## config.mk

```make
export PLATFORM = sky130hd
export DESIGN_NAME = pwm_multi_channel
export DESIGN_NICKNAME = d
export VERILOG_FILES = /design/src/rtl/pwm_multi_channel_pkg.sv /design/src/rtl/pwm_channel_cmp.sv /design/src/rtl/pwm_multi_channel.sv
export SDC_FILE = /design/constraint.sdc
export NUM_CORES = 1
export LEC_CHECK = 0
export ABC_AREA = 0
export CORE_MARGIN = 2
export CORE_UTILIZATION = 50
export CTS_CLUSTER_SIZE = 25
export DETAILED_ROUTE_END_ITERATION = 8
export GPL_TIMING_DRIVEN = 0
export PLACE_DENSITY = 0.72
export RECOVER_POWER = 100
export SLEW_MARGIN = 40
export SYNTH_ARGS = -nofsm -noshare
export SYNTH_HDL_FRONTEND = slang
export SYNTH_SLANG_ARGS = --single-unit
export TNS_END_PERCENT = 50
```

## constraint.sdc

```tcl
create_clock -name clk -period 4.52 [get_ports clk]
set_input_delay 0.904 -clock clk [delete_from_list [all_inputs] [get_ports clk]]
set_output_delay 0.904 -clock clk [all_outputs]
set_load 0.03 [all_outputs]
```

## src/rtl/pwm_multi_channel_pkg.sv

```systemverilog
// Shared definitions for the multi-channel PWM generator.
//   ALIGN_EDGE / ALIGN_CENTER : alignment mode encodings (align_center input / shadow regs)
//   dir_e                     : counter direction in center-aligned mode
//   default_period()          : reset value of the period register (all ones for a given width)
package pwm_multi_channel_pkg;

  localparam logic ALIGN_EDGE   = 1'b0;
  localparam logic ALIGN_CENTER = 1'b1;

  typedef enum logic {
    DIR_UP   = 1'b0,
    DIR_DOWN = 1'b1
  } dir_e;

  // Reset period is the largest count the counter can hold: 2^w - 1.
  function automatic logic [31:0] default_period(input int unsigned w);
    if (w >= 32) begin
      return '1;
    end
    return (32'd1 << w) - 32'd1;
  endfunction

endpackage

```

## src/rtl/pwm_channel_cmp.sv

```systemverilog
// One PWM channel: double-buffered duty register plus the registered compare.
//   clk, rst_n   : clock, synchronous active-low reset
//   load         : capture duty into the pending register
//   pend         : a load is waiting since the last transfer (shared flag from the top)
//   xfer         : period boundary / idle transfer strobe; pending (or coincident load) -> active
//   out_en       : compare result is allowed onto pwm_out this cycle
//   align        : active alignment mode (ALIGN_EDGE / ALIGN_CENTER)
//   cnt          : shared period counter
//   duty         : duty value presented with load
//   pwm_out      : registered PWM output
module pwm_channel_cmp
  import pwm_multi_channel_pkg::*;
#(
  parameter int unsigned CNT_W = 8
) (
  input  logic             clk,
  input  logic             rst_n,
  input  logic             load,
  input  logic             pend,
  input  logic             xfer,
  input  logic             out_en,
  input  logic             align,
  input  logic [CNT_W-1:0] cnt,
  input  logic [CNT_W-1:0] duty,
  output logic             pwm_out
);

  logic [CNT_W-1:0] duty_pend_q;
  logic [CNT_W-1:0] duty_act_q;
  logic [CNT_W-1:0] duty_next;
  logic             hit;
  logic             pwm_q;

  // A load on the transfer edge bypasses the pending register.
  always_comb begin
    duty_next = duty_act_q;
    if (load) begin
      duty_next = duty;
    end else if (pend) begin
      duty_next = duty_pend_q;
    end
  end

  // Edge mode: high while cnt < D. Center mode: high while cnt <= D, which with each
  // count visited twice gives 2*D cycles centred on the period wrap.
  always_comb begin
    if (align == ALIGN_CENTER) begin
      hit = (cnt <= duty_act_q);
    end else begin
      hit = (cnt < duty_act_q);
    end
  end

  always_ff @(posedge clk) begin
    if (!rst_n) begin
      duty_pend_q <= '0;
      duty_act_q  <= '0;
      pwm_q       <= 1'b0;
    end else begin
      if (load) begin
        duty_pend_q <= duty;
      end
      if (xfer) begin
        duty_act_q <= duty_next;
      end
      pwm_q <= out_en & hit;
    end
  end

  assign pwm_out = pwm_q;

endmodule

```

## src/rtl/pwm_multi_channel.sv

```systemverilog
// Multi-channel PWM generator with one shared period counter.
//   clk          : sole clock, posedge
//   rst_n        : synchronous active-low reset
//   en           : 1 = run, 0 = counter and outputs idle (settings transfer every cycle)
//   load         : 1-cycle strobe capturing period/duty/align_center into pending registers
//   period       : terminal count P
//   duty         : per-channel duty, D[i] = duty[i*CNT_W +: CNT_W]
//   align_center : 0 = edge-aligned, 1 = center-aligned
//   pwm_out      : registered PWM outputs, one per channel
//   period_end   : high during the last count of each period
// Pending settings become active on the edge where period_end is high, on every idle
// cycle, and on the first edge after en rises (which restarts the period).
module pwm_multi_channel
  import pwm_multi_channel_pkg::*;
#(
  parameter int unsigned CNT_W  = 8,
  parameter int unsigned NUM_CH = 4
) (
  input  logic                    clk,
  input  logic                    rst_n,
  input  logic                    en,
  input  logic                    load,
  input  logic [CNT_W-1:0]        period,
  input  logic [NUM_CH*CNT_W-1:0] duty,
  input  logic                    align_center,
  output logic [NUM_CH-1:0]       pwm_out,
  output logic                    period_end
);

  localparam logic [CNT_W-1:0] DefPeriod = CNT_W'(default_period(CNT_W));
  localparam logic [CNT_W-1:0] CntOne    = CNT_W'(1);

  // Counter state
  logic [CNT_W-1:0] cnt_q, cnt_d;
  dir_e             dir_q, dir_d;
  logic             run_q;

  // Period / alignment shadow registers
  logic [CNT_W-1:0] per_act_q, per_pend_q, per_next;
  logic             align_act_q, align_pend_q, align_next;
  logic             pend_q;

  logic             last_cnt;
  logic             xfer;
  logic             out_en;

  // ---------------------------------------------------------------------------
  // Settings that become active on a transfer edge; a load on that same edge wins.
  // ---------------------------------------------------------------------------
  always_comb begin
    per_next   = per_act_q;
    align_next = align_act_q;
    if (load) begin
      per_next   = period;
      align_next = align_center;
    end else if (pend_q) begin
      per_next   = per_pend_q;
      align_next = align_pend_q;
    end
  end

  always_ff @(posedge clk) begin
    if (!rst_n) begin
      per_pend_q   <= DefPeriod;
      per_act_q    <= DefPeriod;
      align_pend_q <= ALIGN_EDGE;
      align_act_q  <= ALIGN_EDGE;
      pend_q       <= 1'b0;
    end else begin
      if (load) begin
        per_pend_q   <= period;
        align_pend_q <= align_center;
      end
      if (xfer) begin
        per_act_q   <= per_next;
        align_act_q <= align_next;
        pend_q      <= 1'b0;
      end else if (load) begin
        pend_q <= 1'b1;
      end
    end
  end

  // ---------------------------------------------------------------------------
  // Counter: state register
  // ---------------------------------------------------------------------------
  always_ff @(posedge clk) begin
    if (!rst_n) begin
      cnt_q <= '0;
      dir_q <= DIR_UP;
      run_q <= 1'b0;
    end else begin
      cnt_q <= cnt_d;
      dir_q <= dir_d;
      run_q <= en;
    end
  end

  // ---------------------------------------------------------------------------
  // Counter: next state
  // ---------------------------------------------------------------------------
  always_comb begin
    cnt_d = cnt_q;
    dir_d = dir_q;
    if (!en) begin
      cnt_d = '0;
      dir_d = DIR_UP;
    end else if (xfer) begin
      // New period, in whichever mode is about to become active.
      cnt_d = (align_next == ALIGN_CENTER) ? CntOne : '0;
      dir_d = DIR_UP;
    end else if (align_act_q == ALIGN_CENTER) begin
      unique case (dir_q)
        DIR_UP: begin
          // Turn-around: P is held for a second cycle.
          if (cnt_q == per_act_q) begin
            dir_d = DIR_DOWN;
          end else begin
            cnt_d = cnt_q + CntOne;
          end
        end
        DIR_DOWN: begin
          // cnt == 1 on the way down is the boundary, handled by xfer above.
          cnt_d = cnt_q - CntOne;
        end
        default: begin
          cnt_d = '0;
          dir_d = DIR_UP;
        end
      endcase
    end else begin
      cnt_d = cnt_q + CntOne;
    end
  end

  // ---------------------------------------------------------------------------
  // Counter: outputs decoded from registered state
  // ---------------------------------------------------------------------------
  always_comb begin
    if (align_act_q == ALIGN_CENTER) begin
      // P = 0 in center mode degenerates to a boundary every cycle.
      last_cnt = (per_act_q == '0) || ((dir_q == DIR_DOWN) && (cnt_q == CntOne));
    end else begin
      last_cnt = (cnt_q == per_act_q);
    end
  end

  // run_q keeps period_end low while idle and during the restart cycle after en rises.
  assign period_end = run_q & last_cnt;

  // Idle edges and the restart edge are transfer edges as well as the period boundary.
  assign xfer = ~en | ~run_q | period_end;

  // No compare result is valid while idle or on the restart edge; center mode with P = 0
  // is forced low.
  assign out_en = en & run_q & ~((align_act_q == ALIGN_CENTER) && (per_act_q == '0));

  // ---------------------------------------------------------------------------
  // Channels
  // ---------------------------------------------------------------------------
  for (genvar i = 0; i < NUM_CH; i++) begin : g_ch
    pwm_channel_cmp #(
      .CNT_W (CNT_W)
    ) u_cmp (
      .clk     (clk),
      .rst_n   (rst_n),
      .load    (load),
      .pend    (pend_q),
      .xfer    (xfer),
      .out_en  (out_en),
      .align   (align_act_q),
      .cnt     (cnt_q),
      .duty    (duty[i*CNT_W +: CNT_W]),
      .pwm_out (pwm_out[i])
    );
  end

endmodule

```

* After elaboration in Yosys (flattened, before gate mapping)
Index checks and enable logic that the tools add are counted.
** Word-level totals
- Flip-flop bits (word level) :: 97
- Word-level logic and storage cells :: 80
- Output and inout bits :: 5
- Input port bits :: 45
** Operators by class
- Order comparisons :: 8
- Equality and inequality tests :: 3
- Add/sub/neg operators :: 2
- Bitwise logic cells :: 14
- Muxes and demuxes :: 24
- Reductions and logical operators :: 9
** Operator list (count)
- $mux 8 :: 13
- $le 8x8->1 :: 4
- $lt 8x8->1 :: 4
- $pmux 8 s2 :: 1
- $mux 1 :: 10
- $add 8x1->8 const B :: 1
- $eq 8x1->1 const B :: 1
- $eq 8x8->1 :: 1
- $logic_not 8->1 :: 1
- $sub 8x1->8 const B :: 1
- $and 1x1->1 :: 7
- $not 1->1 :: 5
- $ne 4x3->1 const B :: 1
- $reduce_and 2->1 :: 2
- $reduce_or 3->1 :: 1
- $logic_and 1x1->1 :: 2
- $or 1x1->1 :: 2
- $reduce_bool 2->1 :: 1
- $reduce_or 2->1 :: 1
- $logic_or 1x1->1 :: 1

* Longest topological paths before layout
- Depth in word-level cells :: 7
- Gate-level depth with buffers :: 9
- Mapped depth without buffers :: 8

* Hierarchy
A second synthesis with hierarchy kept.
** Unflattened totals
- Cells, all modules :: 495
- Area, all modules :: 4893.4 µm²
** By module, submodules not included
- pwm_channel_cmp :: instances 4, cells each 82, seq. area each 340.3 µm², area an instance 820.8 µm²
- pwm_multi_channel :: instances 1, cells each 167, seq. area each 580.6 µm², area an instance 1610.3 µm²

* Worst setup path after synthesis
OpenSTA, ideal clock, no wires.
- Kind :: reg2out
- From :: register cnt_q[2]
- To :: output period_end
- Path slack :: 1.610 ns
- Arrival time :: 2.006 ns
- Stages on the path, launching flop included :: 6
- Required time :: 3.616 ns
- Cells stage by stage :: dfxtp_1 > buf_6 > or4_4 > or4_4 > a21oi_4 > o21a_1
** Between the ends
- Longest elaborated chain between the ends :: 5
** Ends and longest elaborated chain
- from (decl) :: RTL line pwm_multi_channel.sv:34 : logic [CNT_W-1:0] cnt_q, cnt_d;
- from (signal assigned) :: RTL line pwm_multi_channel.sv:93 : cnt_q <= cnt_d;
- $eq 8x1->1 :: RTL line pwm_multi_channel.sv:142 : last_cnt = (per_act_q == '0) || ((dir_q == DIR_DOWN) && (cnt_q == CntOne));
- $logic_and 1x1->1 :: RTL line pwm_multi_channel.sv:142
- $logic_or 1x1->1 :: RTL line pwm_multi_channel.sv:142
- $mux 1 (*) :: RTL line pwm_multi_channel.sv:140 : if (align_act_q == ALIGN_CENTER) begin
- $and 1x1->1 (*) :: RTL line pwm_multi_channel.sv:149 : assign period_end = run_q & last_cnt;
- to (decl) :: RTL line pwm_multi_channel.sv:27 : output logic period_end
Mark *: on every way between the ends. The rest lies on a longest branch, timed or not.

* Worst setup path in the final report
- From :: register cnt_q[3]
- To :: output period_end
Same word-level chain as after synthesis.

==> flow_summary.toml <==
[power_and_ir_drop]
clock_network_fraction_of_total_power = 0.350
irDropWorstVdd_mv = 0.1934
p_seq_frac = 0.516
pwr_density_nw_per_um2 = 322.0
total_power_mw = 1.782
power.switching_fraction = 0.2521
power.combinational.fraction = 0.134
p_int_mw = 1.333
cellLeakagePower_nw = 2.302
switchingPower_mw = 0.4493

[synth]
synthMostInstantiatedCell = "sky130_fd_sc_hd__dfxtp_1"
synthDominantAreaCellType = "sky130_fd_sc_hd__dfxtp_1"
syn_area_sq_um = 4728
synth_top_area_share = 0.4107
synth_top_cells_by_area = "sky130_fd_sc_hd__dfxtp_1 41%, sky130_fd_sc_hd__ha_1 9.3%, sky130_fd_sc_hd__mux2i_1 8.7%"
ys_seq_area_frac = 0.4107
total_number_of_yosys_warnings = 0
yosys_register_bits = 97
post_synth_inst_count = 497
asyncSetResetFlopFracSynth = 0
post_synth_most_frequent_cells = "97 x sky130_fd_sc_hd__dfxtp_1, 58 x sky130_fd_sc_hd__nor2_1, 41 x sky130_fd_sc_hd__mux2i_1"
dominantRegCellSynth = "sky130_fd_sc_hd__dfxtp_1"
synth-edff-count = 0
synth_nets = 577
synthesis.area_per_instance_sq_um = 9.514
synth_cell_types = 40

[clock_tree]
post_cts.resized_instances = 0
cts.reportedPaths.clkPinSlew_ns = 0.09
htreeDepth = 3
holdBufCountCts = 0
post_cts_buffers = 0
cts_num_sinks = 97
clock_buffers_created_by_tritoncts = 9
clock_tree.buffer_depth = 2
clockRootBuffer = "sky130_fd_sc_hd__clkbuf_8"
tritoncts = "built"
insertion_delay_ns = 0.36

[worst_setup_path]
startpoint = "cnt_q[3]"
critical_path_class = "flop to output port"
worst_ep_required_time_ns = 3.62
r2r_cells = 9
critical_path.n_buffers_inverters = 2
path_common_cell = "sky130_fd_sc_hd__or4_1"
rrSetupSlack_ns = 1.01
critPathLaunchType = "flop"
crit_fanout = 7
worstPathArrival_ns = 3.23
crit_path_cell_trace = "clkbuf_1, or4_1, or4_1, a21oi_4, o21a_1, dlygate4sd3_1"
critPathTopFamily = "simple AND/OR/NAND/NOR gates"
max_stage_delay_ns = 0.74
timing.critical_path.to_type = "output port"
worst-path-stages = 6
worst_r2r_startpoint = "cnt_q[1]"
critPathSlowestCell = "sky130_fd_sc_hd__dlygate4sd3_1"
cp-endpoint = "period_end"
reg2reg_capture_point = "g_ch[0].u_cmp.duty_act_q[6]"

[floorplan]
coreArea_sq_um = 9196
die_y_um = 101.2
i_o_pin_count = 50
die_footprint_sq_um = 10250
floorplan.die.width_um = 101.2
row_count = 35
start_util = 0.5141

[final_layout]
drive_gt1_frac = 0.1016
layout.cells.non_filler = 672
diodes = 0
final_design_area_no_fill_sq_um = 5534
layout.nets = 637
synthToLayoutAreaGrowth_pct = 17.04

[timing]
tns_ns = 0
actual_slew_at_the_worst_max_slew_pin_ns = 1.593
worst_clock_skew_ns = 0.01482
finalCriticalPeriod_ns = 4.135
rsz_0062_raised_after_global_routing = "no"
holdWs_ns = 0.4764
setup_violations = 0
report.final.hold_viol_count = 0
max_slew_margin = -0.06549
timing.final.max_slew_violations = 9
achievable-frequency_mhz = 241.8
period_share = 0.9148

[grt]
number_of_antenna_violations_at_the_first_check_in_global_routing = 0
grt_overflow_total = 0
vias_in_the_first_global_route = 3549
grtUsageTotal = 0.2150
grt_pass1_wl_um = 17140
grt_max_degree = 16

[routing]
wl_per_cell_um = 15.54
routed-via-count = 3679
avgViaCountPerCell = 5.475
drc = 0
totalWireLength_um = 10440
dr.first_iter.drc_count = 119
antenna_violating_nets_post_route = 0
firstDrtPassIters = 4

[min_path]
hold_path_depth = 2
hp-class = "flop to flop"

[outcome]
status = "complete, but fails checks"
failed_checks = "max-capacitance violations, max-slew violations"

[placement]
place.port_buffers = 48
dpl_cell_area_sq_um = 5361
place.detailed.hpwl_um = 7724
placed_cells_incl_taps = 657
gp_congestion = 0.8720

[job]
drv.max_cap_violation_count = 1
cell families (layout without fill, tap and decap cells):
family / count (synthesis) / count (layout) / share of synthesized area
XOR/XNOR: 16 / 16 / 0.02964
buffers and inverters: 72 / 136 / 0.06986
multiplexers: 41 / 41 / 0.08679
AO/OA/AOI/OAI: 85 / 85 / 0.1617
AND/OR/NAND/NOR: 151 / 151 / 0.1487
adder cells (fa/ha/maj): 35 / 35 / 0.09262
flip-flops: 97 / 97 / 0.4107
flip-flops by register name, summed over array words and instances (netlist names):
signal                  flops
align_act_q                 1
align_pend_q                1
cnt_q                       8
dir_q                       1
g_ch.u_cmp.duty_act_q      32
g_ch.u_cmp.duty_pend_q     32
g_ch.u_cmp.pwm_out          4
pend_q                      1
per_act_q                   8
per_pend_q                  8
run_q                       1
cell type report:
cell class                 instances  area [sq um]
tap                              111         138.9
clock inverter                     5         80.08
sequential                        97          1942
fill                             818          3662
buffer                            32         175.2
clock buffer                      10         137.6
multi-input combinational        328          2422
inverter                          40         150.1
timing repair buffer              49         488.0
cells in the final DEF, fill, tap and decap left out, drive strengths merged, types with 6 or more instances in the layout:
cell type      synthesis  routed
o21ai                 10      10
o31ai                 32      32
nand2                 23      23
mux2i                 41      41
dfxtp                 97      97
ha                    35      35
a21oi                 11      11
nand4                  7       7
dlygate4sd3            0       6
nor2                  58      58
clkdlybuf4s50          0      42
inv                   40      40
clkbuf                12      28
nand3                 39      39
a31oi                  9       9
buf                   20      15
xnor2                 16      16
worst min-delay path, delay by kind of cell (launching register included):
kind / cells / cell delay, ns
flip-flops: 1 / 0.32
AND/OR/NAND/NOR: 1 / 0.07
multiplexers: 1 / 0.06
power groups by stage:
stage | Combinational, mW | Sequential (mW) | Clock [mW]
finish | 0.239 | 0.919 | 0.624
global route | 0.266 | 0.924 | 0.661
CTS | 0.244 | 0.920 | 0.631
detailed placement | 0.242 | 0.939 | 0
global placement | 0.234 | 0.938 | 0
floorplan | 0.161 | 0.933 | 0
how the worst min path moves through the flow:
stage,from,end,slack (ns)
final,per_pend_q[1],per_pend_q[1],0.48
after global routing,g_ch[0].u_cmp.duty_act_q[6],g_ch[0].u_cmp.duty_act_q[6],0.51
after CTS,per_pend_q[1],per_pend_q[1],0.48
after detailed placement,per_pend_q[1],per_pend_q[1],0.46
after global placement,per_pend_q[2],per_pend_q[2],0.46
after floorplan,per_pend_q[0],per_pend_q[0],0.44
metrics by stage:
step           setup WS (ns)    util
2_1_floorplan          1.610       -
3_3_place_gp          0.9672  0.5815
3_5_place_dp          0.9645  0.5830
4_1_cts               0.5603  0.6067
5_1_grt               0.2836  0.6018
6_report              0.3851  0.6018
layer usage:
layer | vias up | GRT usage | wire, um
li1 | 1846 | - | -
met1 | 1742 | 0.2855 | 4709
met2 | 77 | 0.3500 | 4975
met3 | 14 | 0.04831 | 610
met4 | 0 | 0.06653 | 148
met5 | - | 0 | 0
(Power assumes the default switching activity.)
